## src/rtl/ram_access_pkg.sv

```systemverilog
// Shared encodings for the byte-enabled RAM access controller:
// request size codes and controller state encodings.
`default_nettype none

package ram_access_pkg;

    localparam logic [1:0] SIZE_BYTE = 2'b00;
    localparam logic [1:0] SIZE_HALF = 2'b01;
    localparam logic [1:0] SIZE_WORD = 2'b10;

    localparam int LANES = 4;

    typedef enum logic [1:0] {
        ST_IDLE   = 2'd0,
        ST_FIRST  = 2'd1,
        ST_SECOND = 2'd2
    } state_t;

endpackage

`default_nettype wire

```

## src/rtl/ram_access_ctrl_if.sv

```systemverilog
// Client request/response bus of the RAM access controller.
`default_nettype none

interface ram_access_ctrl_if #(
    parameter int RAM_ADDRESS_BITWIDTH = 16
);
    logic                            req_valid;
    logic                            req_ready;
    logic                            req_write;
    logic [1:0]                      req_size;
    logic                            req_sign_ext;
    logic [RAM_ADDRESS_BITWIDTH+1:0] req_address;
    logic [31:0]                     req_data;
    logic                            resp_valid;
    logic [31:0]                     resp_data;

    modport master (
        output req_valid, req_write, req_size, req_sign_ext, req_address, req_data,
        input  req_ready, resp_valid, resp_data
    );

    modport slave (
        input  req_valid, req_write, req_size, req_sign_ext, req_address, req_data,
        output req_ready, resp_valid, resp_data
    );
endinterface

`default_nettype wire

```

## src/rtl/ram_lane_align.sv

```systemverilog
// Combinational lane logic: byte-lane masks for both words, store data
// shift across the word pair, and load extract with sign/zero extension.
`default_nettype none

module ram_lane_align
    import ram_access_pkg::*;
(
    input  wire logic [1:0]  offset,
    input  wire logic [1:0]  size,
    input  wire logic        sign_ext,
    input  wire logic [31:0] wdata,
    input  wire logic [63:0] rdata,
    output logic             span,
    output logic [3:0]       first_mask,
    output logic [3:0]       second_mask,
    output logic [31:0]      wdata_lo,
    output logic [31:0]      wdata_hi,
    output logic [31:0]      rdata_ext
);

    logic [3:0]  size_mask;
    logic [7:0]  lane_bits;
    logic [4:0]  shamt;
    logic [63:0] wshift;
    logic [31:0] rsel;

    always_comb begin
        case (size)
            SIZE_BYTE: size_mask = 4'b0001;
            SIZE_HALF: size_mask = 4'b0011;
            default:   size_mask = 4'b1111;
        endcase

        // Lanes that fall off the top of the first word land in the second word
        lane_bits   = {4'b0000, size_mask} << offset;
        first_mask  = lane_bits[3:0];
        second_mask = lane_bits[7:4];
        span        = |lane_bits[7:4];

        shamt    = {offset, 3'b000};
        wshift   = {32'b0, wdata} << shamt;
        wdata_lo = wshift[31:0];
        wdata_hi = wshift[63:32];

        rsel = 32'(rdata >> shamt);
        case (size)
            SIZE_BYTE: rdata_ext = {{24{sign_ext & rsel[7]}}, rsel[7:0]};
            SIZE_HALF: rdata_ext = {{16{sign_ext & rsel[15]}}, rsel[15:0]};
            default:   rdata_ext = rsel;
        endcase
    end

endmodule

`default_nettype wire

```

## src/rtl/ram_access_ctrl.sv

```systemverilog
// Byte/half/word load-store controller for a word-wide byte-enabled RAM;
// unaligned accesses crossing a word boundary take two RAM cycles.
`default_nettype none

module ram_access_ctrl
    import ram_access_pkg::*;
#(
    parameter int RAM_ADDRESS_BITWIDTH = 16,
    parameter int DATA_BITWIDTH        = 32
)(
    input  wire logic                            clk,
    input  wire logic                            rst_n,
    ram_access_ctrl_if.slave                     bus,
    output logic [RAM_ADDRESS_BITWIDTH-1:0]      ram_address,
    output logic [LANES-1:0]                     ram_write_enable,
    output logic [DATA_BITWIDTH-1:0]             ram_data_out,
    input  wire logic [DATA_BITWIDTH-1:0]        ram_data_in
);

    state_t                          state;
    state_t                          state_next;
    logic                            lat_write;
    logic [1:0]                      lat_size;
    logic                            lat_sign;
    logic [RAM_ADDRESS_BITWIDTH+1:0] lat_addr;
    logic [31:0]                     lat_data;
    logic [31:0]                     first_word;
    logic                            resp_valid_reg;
    logic [31:0]                     resp_data_reg;

    logic [RAM_ADDRESS_BITWIDTH-1:0] word_addr;
    logic [63:0]                     read_window;
    logic                            span;
    logic [3:0]                      first_mask;
    logic [3:0]                      second_mask;
    logic [31:0]                     wdata_lo;
    logic [31:0]                     wdata_hi;
    logic [31:0]                     rdata_ext;

    assign word_addr      = lat_addr[RAM_ADDRESS_BITWIDTH+1:2];
    assign bus.req_ready  = (state == ST_IDLE);
    assign bus.resp_valid = resp_valid_reg;
    assign bus.resp_data  = resp_data_reg;

    // Second-word load data is combined with the word captured in FIRST
    assign read_window = (state == ST_SECOND) ? {ram_data_in, first_word}
                                              : {32'b0, ram_data_in};

    ram_lane_align u_align (
        .offset      (lat_addr[1:0]),
        .size        (lat_size),
        .sign_ext    (lat_sign),
        .wdata       (lat_data),
        .rdata       (read_window),
        .span        (span),
        .first_mask  (first_mask),
        .second_mask (second_mask),
        .wdata_lo    (wdata_lo),
        .wdata_hi    (wdata_hi),
        .rdata_ext   (rdata_ext)
    );

    always_ff @(posedge clk or negedge rst_n) begin
        if (!rst_n) state <= ST_IDLE;
        else        state <= state_next;
    end

    always_comb begin
        state_next       = state;
        ram_address      = '0;
        ram_write_enable = '0;
        ram_data_out     = '0;
        case (state)
            ST_IDLE: begin
                if (bus.req_valid) state_next = ST_FIRST;
            end
            ST_FIRST: begin
                state_next  = span ? ST_SECOND : ST_IDLE;
                ram_address = word_addr;
                if (lat_write) begin
                    ram_write_enable = first_mask;
                    ram_data_out     = wdata_lo;
                end
            end
            ST_SECOND: begin
                state_next  = ST_IDLE;
                ram_address = word_addr + {{(RAM_ADDRESS_BITWIDTH-1){1'b0}}, 1'b1};
                if (lat_write) begin
                    ram_write_enable = second_mask;
                    ram_data_out     = wdata_hi;
                end
            end
            default: state_next = ST_IDLE;
        endcase
    end

    always_ff @(posedge clk or negedge rst_n) begin
        if (!rst_n) begin
            lat_write      <= 1'b0;
            lat_size       <= '0;
            lat_sign       <= 1'b0;
            lat_addr       <= '0;
            lat_data       <= '0;
            first_word     <= '0;
            resp_valid_reg <= 1'b0;
            resp_data_reg  <= '0;
        end else begin
            resp_valid_reg <= 1'b0;
            case (state)
                ST_IDLE: begin
                    if (bus.req_valid) begin
                        lat_write <= bus.req_write;
                        lat_size  <= bus.req_size;
                        lat_sign  <= bus.req_sign_ext;
                        lat_addr  <= bus.req_address;
                        lat_data  <= bus.req_data;
                    end
                end
                ST_FIRST: begin
                    first_word <= ram_data_in;
                    if (!span) begin
                        resp_valid_reg <= 1'b1;
                        resp_data_reg  <= lat_write ? 32'b0 : rdata_ext;
                    end
                end
                ST_SECOND: begin
                    resp_valid_reg <= 1'b1;
                    resp_data_reg  <= lat_write ? 32'b0 : rdata_ext;
                end
                default: ;
            endcase
        end
    end

endmodule

`default_nettype wire

```

## src/flat_wrapper.sv

```systemverilog
// flat-port wrapper written by rule: the top's interface ports become plain ports
module ram_access_ctrl_flat import ram_access_pkg::*;
#(
    parameter int RAM_ADDRESS_BITWIDTH = 16,
    parameter int DATA_BITWIDTH        = 32
)
  (clk, rst_n, ram_address, ram_write_enable, ram_data_out, ram_data_in, bus_req_valid, bus_req_write, bus_req_size, bus_req_sign_ext, bus_req_address, bus_req_data, bus_req_ready, bus_resp_valid, bus_resp_data);
  ram_access_ctrl_if #(.RAM_ADDRESS_BITWIDTH(RAM_ADDRESS_BITWIDTH)) bus_i ();
  input  wire logic clk;
  input  wire logic rst_n;
  output logic [RAM_ADDRESS_BITWIDTH-1:0] ram_address;
  output logic [LANES-1:0] ram_write_enable;
  output logic [DATA_BITWIDTH-1:0] ram_data_out;
  input  wire logic [DATA_BITWIDTH-1:0] ram_data_in;
  input wire logic [$bits(bus_i.req_valid)-1:0] bus_req_valid;
  input wire logic [$bits(bus_i.req_write)-1:0] bus_req_write;
  input wire logic [$bits(bus_i.req_size)-1:0] bus_req_size;
  input wire logic [$bits(bus_i.req_sign_ext)-1:0] bus_req_sign_ext;
  input wire logic [$bits(bus_i.req_address)-1:0] bus_req_address;
  input wire logic [$bits(bus_i.req_data)-1:0] bus_req_data;
  output wire logic [$bits(bus_i.req_ready)-1:0] bus_req_ready;
  output wire logic [$bits(bus_i.resp_valid)-1:0] bus_resp_valid;
  output wire logic [$bits(bus_i.resp_data)-1:0] bus_resp_data;
  assign bus_i.req_valid = bus_req_valid;
  assign bus_i.req_write = bus_req_write;
  assign bus_i.req_size = bus_req_size;
  assign bus_i.req_sign_ext = bus_req_sign_ext;
  assign bus_i.req_address = bus_req_address;
  assign bus_i.req_data = bus_req_data;
  assign bus_req_ready = bus_i.req_ready;
  assign bus_resp_valid = bus_i.resp_valid;
  assign bus_resp_data = bus_i.resp_data;
  ram_access_ctrl #(.RAM_ADDRESS_BITWIDTH(RAM_ADDRESS_BITWIDTH), .DATA_BITWIDTH(DATA_BITWIDTH)) u_core (.clk(clk), .rst_n(rst_n), .bus(bus_i), .ram_address(ram_address), .ram_write_enable(ram_write_enable), .ram_data_out(ram_data_out), .ram_data_in(ram_data_in));
endmodule
```

## config.mk

```make
export PLATFORM = sky130hd
export DESIGN_NAME = ram_access_ctrl_flat
export DESIGN_NICKNAME = d
export VERILOG_FILES = /design/src/rtl/ram_access_pkg.sv /design/src/rtl/ram_access_ctrl_if.sv /design/src/rtl/ram_lane_align.sv /design/src/rtl/ram_access_ctrl.sv /design/src/flat_wrapper.sv
export SDC_FILE = /design/constraint.sdc
export NUM_CORES = 1
export LEC_CHECK = 0
export BUFFER_PORTS_ARGS = -buffer_cell sky130_fd_sc_hd__buf_4
export CORE_AREA = 2 2 160 162
export DETAILED_ROUTE_END_ITERATION = 12
export DIE_AREA = 0 0 162 164
export GPL_ROUTABILITY_DRIVEN = 0
export HOLD_SLACK_MARGIN = 0.03
export PLACE_DENSITY_LB_ADDON = 0.05
export SLEW_MARGIN = 10
export SYNTH_ARGS = -nofsm -noshare
export SYNTH_HDL_FRONTEND = slang
export SYNTH_SLANG_ARGS = --single-unit
```

## constraint.sdc

```tcl
create_clock -name clk -period 2.7 [get_ports clk]
set_input_delay 0.405 -clock clk [delete_from_list [all_inputs] [get_ports clk]]
set_output_delay 0.405 -clock clk [all_outputs]
set_load 0.005 [all_outputs]
```

# Word-level counts from Yosys, hierarchy flattened
# Index checks and enable logic that the tools add are counted.
dict set report op_classes {
  muxes 18
  addsub 1
  eq_ne 5
  n_shift 3
  div_mod_pow 0
  n_bitwise 2
  n_mul 0
  order_cmp 0
  reduce_logical 6
}
# cell n
set ops {}
lappend ops {{32-bit case mux with 2 select lines} 3}
lappend ops {{32-bit two-way mux} 4}
lappend ops {{64-bit two-way mux} 1}
lappend ops {{32-bit by 5-bit << shifter with 64-bit output} 1}
lappend ops {{64-bit by 5-bit right shift with 32-bit output} 1}
lappend ops {{16-bit case mux with 2 select lines} 1}
lappend ops {{16-bit by 1-bit adder with 16-bit output, second input constant} 1}
lappend ops {{4-bit case mux with 2 select lines} 2}
lappend ops {{4-bit two-way mux} 2}
lappend ops {{4-bit by 2-bit << shifter with 8-bit output} 1}
lappend ops {{2-bit by 1-bit equality test with 1-bit output, second input constant} 2}
lappend ops {{2-bit zero test} 2}
lappend ops {{2-bit two-way mux} 2}
lappend ops {{2-bit != test, second input constant} 2}
lappend ops {{2-bit case mux with 2 select lines} 1}
lappend ops {{2-bit AND reduction} 2}
lappend ops {{4-bit OR reduction} 1}
lappend ops {{1-bit AND} 2}
lappend ops {{2-bit equality test, second input constant} 1}
lappend ops {{1-bit case mux with 2 select lines} 1}
lappend ops {{2-bit nonzero test} 1}
lappend ops {{1-bit two-way mux} 1}
dict set report word_totals {
  mem_bits_ro 0
  wordCells 44
  out_inout_bits 86
  register_bits 121
  latch_bits 0
  inputBits 89
  mem_bits_rw 0
  mem_count 0
}

# Depth between registers and ports, before layout
dict set report depth {
  ltp_word 8
  depth_mapped 10
  mapped_depth_nobuf 7
}

# Modules after synthesis
# From an unflattened synthesis, not the netlist that was laid out.
dict set report hier_totals {
  cells_unflattened 831
  area_unflattened_um2 8150.3
}
# mod cells_per_inst area_each_um2 n_inst seq_area_each_um2
set by_module_without_submodules {}
lappend by_module_without_submodules {ram_access_ctrl 572 6233.5 1 3027.9}
lappend by_module_without_submodules {ram_lane_align 259 1916.8 1 0.0}

# Worst setup path before layout
# No wires, ideal clock.
dict set report synth_timing {
  path_type {register to output}
  startpoint {register u_core.state[0]}
  endpoint {output ram_data_out[16]}
  required_ps 2295
  path_slack_ps 393
  arrival_ps 1902
  n_path_buf 4
  path_stages_with_launch 10
  path_cell_list {dfrtp_1 -> inv_1 -> ha_1 -> buf_4 -> buf_6 -> buf_4 -> buf_4 -> nand4_1 -> nor2_1 -> a22o_1}
}
dict set report synth_via {
  elab_chain_cells 2
  elab_cells_between_ends 3
  cone_classes {2 x eq/ne; 1 x mux}
}
# item line
set synth_lines {}
lappend synth_lines {{start: declaration} ram_access_ctrl.sv:20} ;# state_t state;
lappend synth_lines {{start signal: assignment} ram_access_ctrl.sv:65} ;# else state <= state_next;
lappend synth_lines {{2-bit equality test / 2-bit by 1-bit equality test with 1-bit output (equally long branches)} ram_access_ctrl.sv:73} ;# case (state)
lappend synth_lines {{32-bit case mux with 2 select lines *} ram_access_ctrl.sv:73}
lappend synth_lines {{end: declaration} flat_wrapper.sv:13} ;# output logic [DATA_BITWIDTH-1:0] ram_data_out;
# Every way passes the cells marked *; elsewhere a longest branch is shown, timed or not.

# Worst setup path after layout
dict set report layout_timing {
  startpoint {register u_core.state[0]}
  endpoint {output ram_write_enable[2]}
}
dict set report layout_via {
  elab_chain_cells 2
  elab_cells_between_ends 3
  cone_classes {2 x eq/ne; 1 x mux}
}
# item line
set layout_lines {}
lappend layout_lines {{2-bit equality test / 2-bit by 1-bit equality test with 1-bit output (equally long branches)} ram_access_ctrl.sv:73}
lappend layout_lines {{4-bit case mux with 2 select lines *} ram_access_ctrl.sv:73}
lappend layout_lines {{end: declaration} flat_wrapper.sv:12} ;# output logic [LANES-1:0] ram_write_enable;
# Marked as above.

==> summary.md <==
| Metric | Value |
|---|---|
| DRT antenna net count | `0` |
| Die Area | `~27,000 sq um` |
| Met2 Track Usage GR | `0.322` |
| Sequential fraction of the synthesis area | `0.411` |
| Max Fclk | `0.385 GHz` |
| CTS tree | `yes` |
| First-pass DRT Iterations | `5` |
| Antenna violations before repair | `0` |
| Post-synthesis xor/xnor area fraction | `0.00356` |
| Simple logic cell fraction of the synthesized area | `0.113` |
| PwrDens | `1170 nW/um^2` |
| Worst-margin pin slew | `about 670 ps` |
| P&R area growth vs syn | `33.2%` |
| DRT iter0 DRCs | `409` |
| Core area | `24,800 sq um` |
| WS Path Type | `reg -> out` |
| Ant diodes | `0` |
| Number of CTS-inserted buffers | `17` |
| Seq cells post-synth | `~120` |
| Critical path capture point type | `output port` |
| Clk slew on worst S/H paths | `60 ps` |
| Fin nets | `around 1,000` |
| Post-Syn Area per Cell | `between 10 and 15 sq um` |
| Synth cell types | `42` |
| Syn Nets | `831` |
| Vias per cell | `between 5 and 6` |
| Share of layout cells above drive strength 1 | `0.419` |
| Post-layout util | `0.396` |
| Wirelength per Cell | `19.7 um` |
| Run status | `completed` |
| Die width | `162 um` |
| Port Buffers | `about 170` |
| Mapped cell area | `~7400 sq um` |
| Root Buffer | `clkbuf_16` |
| Number of global-route vias before repair | `6,533` |
| Hold Path Class | `in -> async` |
| Post-synthesis adder-cell area fraction | `0.00849` |
| Final setup margin | `approximately 110 ps` |
| Period Utilization, post-route | `0.961` |
| P_leak | `4.25 nW` |
| Peak VDD IR | `0.000407 V` |
| Vias | `around 6,400` |
| First-pass GRT wire length | `37,300 um` |
| Die span in y | `about 160 um` |
| Ys flop type | `dfrtp_1` |
| CP startpoint kind | `flop` |
| Final worst path period need | `2590 ps` |
| # clock sinks | `between 100 and 150` |
| IO Pins | `175` |
| Initial Utilization | `0.297` |
| Worst Path Arrival | `approximately 2200 ps` |
| Yosys top cell by area | `dfrtp_1` |
| H-Tree Depth | `4` |
| Synth Area in Compound Gates | `0.156` |
| Global Route met1 Usage | `0.227` |
| Bufs on Longest Clock Path | `2` |
| # rows | `58` |
| Synth warn | `0` |
| Synth top area share | `0.411` |
| Max_slew headroom | `0.554` |
| Drt drc | `0` |
| Final Max Slew Viols | `0` |
| Final Hold Vio Count | `0` |
| GR Overflow Total | `0` |
| Post-Route WL | `24,600 um` |
| Skew final | `19.6 ps` |
| Met3 Use GR | `0.0412` |
| GRT Total Usage | `0.183` |
| Max cap viols | `0` |
| Required time worst endpoint | `2300 ps` |
| Async SR Flop Fraction | `1.00` |
| Setup violators final | `0` |
| Maximum fanout along the worst path | `23` |
| Combinational family with the most area after synthesis | `multiplexers` |
| Post-synthesis mux area share | `0.269` |
| Post-synth EDFFs | `0` |
| Synth area leaders | `dfrtp_1, mux2_2, mux2i_1` |
| DP Worst Slack | `between 300 and 400 ps` |
| DP HPWL | `17,900 um` |
| # hold bufs at CTS | `0` |
| GRT Max-Usage Layer | `met2` |
| Worst-Skew Late Latency | `420 ps` |
| Mapped Cells | `around 740` |
| Largest net degree at the start of global routing | `52` |
==> routing by layer <==
metal  share of wire  up-vias
li1                -     3033
met1            0.42     3160
met2            0.51      212
met3           0.050       22
met4           0.016        0
met5               0        -
==> critical path, stage by stage (launching register included) <==
cell	delay (ps)
dfrtp_1	390
inv_2	90
ha_4	280
buf_12	150
nand4_1	170
nor2_4	210
buf_6	160
a22o_1	200
buf_4	130
==> where the power goes <==
group	internal [W]	total [W]	switching (W)
clock	0.00131	0.00217	0.000860
sequential	0.00267	0.00349	0.000822
combinational	0.00290	0.00585	0.00295
total	0.00687	0.0115	0.00464
==> layout by cell type, fill, tap and decap left out, types with 4 or more instances in the layout <==
| cell | Yosys | routed |
|---|---|---|
| buf_4 | 3 | 201 |
| dfrtp_1 | 121 | 119 |
| mux2_2 | 103 | 103 |
| nand2_1 | 76 | 71 |
| o21ai_0 | 72 | 70 |
| mux2i_1 | 64 | 64 |
| nor2_1 | 39 | 38 |
| a21oi_1 | 38 | 38 |
| clkbuf_16 | 0 | 18 |
| nand3_1 | 17 | 17 |
| o22ai_1 | 16 | 16 |
| a22oi_1 | 13 | 13 |
| and2_1 | 13 | 12 |
| o21ai_2 | 11 | 12 |
| nor2b_1 | 9 | 9 |
| and3_1 | 10 | 9 |
| o211ai_1 | 9 | 9 |
| mux4_2 | 8 | 8 |
| a311oi_1 | 7 | 7 |
| buf_12 | 0 | 6 |
| nand2_2 | 0 | 5 |
| a211oi_1 | 6 | 5 |
| nand2b_1 | 4 | 4 |
| clkinvlp_4 | 0 | 4 |
| clkinv_2 | 0 | 4 |
==> final timing paths <==
| check | start | to | slack [ps] | depth (start not counted) |
|---|---|---|---|---|
| setup / recovery | u_core.state[0] | ram_write_enable[2] | 110 | 8 |
| hold / removal | rst_n | u_core.bus.resp_data[22] | 20 | 1 |
| setup reg to reg | u_core.state[0] | u_core.bus.resp_data[27] | 400 | 8 |
| hold reg to reg | u_core.bus.resp_data[26] | u_core.bus.resp_data[26] | 480 | 2 |
| max in group asynchronous | rst_n | u_core.lat_addr[15] | 1830 | 2 |
| min in group clk | bus_req_data[19] | u_core.lat_data[19] | 210 | 2 |
==> logic make-up after synthesis <==
family,count (synthesis)
AO/OA/AOI/OAI,188
XOR/XNOR,3
adder cells (fa/ha/maj),5
buffers and inverters,65
flip-flops,121
multiplexers,175
AND/OR/NAND/NOR,180
==> per-stage QoR <==
| step | cells | hold WS, ps | power (W) | area, sq um | TNS, ps |
|---|---|---|---|---|---|
| 2_1_floorplan | 737 | 109 | 0.00708 | 7370 | 0 |
| 3_3_place_gp | 1212 | 472 | 0.00914 | 9120 | 0 |
| 3_5_place_dp | 1212 | 477 | 0.00927 | 9120 | 0 |
| 4_1_cts | 1243 | 33.5 | 0.0115 | 9690 | 0 |
| 5_1_grt | 1249 | 61.2 | 0.0123 | 9820 | -7.43 |
| 6_report | 1249 | 17.9 | 0.0115 | 9820 | 0 |
==> cell usage after synthesis, types with 5 or more instances <==
master,instances
mux4_2,8
clkbuf_1,35
mux2i_1,64
o21ai_0,72
nand2_1,76
a211oi_1,6
and2_1,13
a21oi_1,38
and3_1,10
buf_2,13
mux2_2,103
buf_1,5
o21ai_2,11
o211ai_1,9
ha_1,5
nor2_1,39
o22ai_1,16
a311oi_1,7
nand3_1,17
dfrtp_1,121
nor2b_1,9
a22oi_1,13
==> final cells by class <==
class / instances / area (sq um)
clock buffer: 20 / 457
multi-input combinational: 551 / 4110
inverter: 5 / 18.8
fill: 2514 / 15000
sequential: 121 / 3030
timing repair buffer: 211 / 1690
clock inverter: 11 / 97.6
tap: 330 / 413
==> repair_timing <==
action,in CTS,in global routing
setup buffers,0,4
pin swaps,0,3
hold endpoints to repair,0,0
setup endpoints to repair,22,40
cloned,0,2
gates resized for setup,5,20
Power figures use the tool's default switching activity.
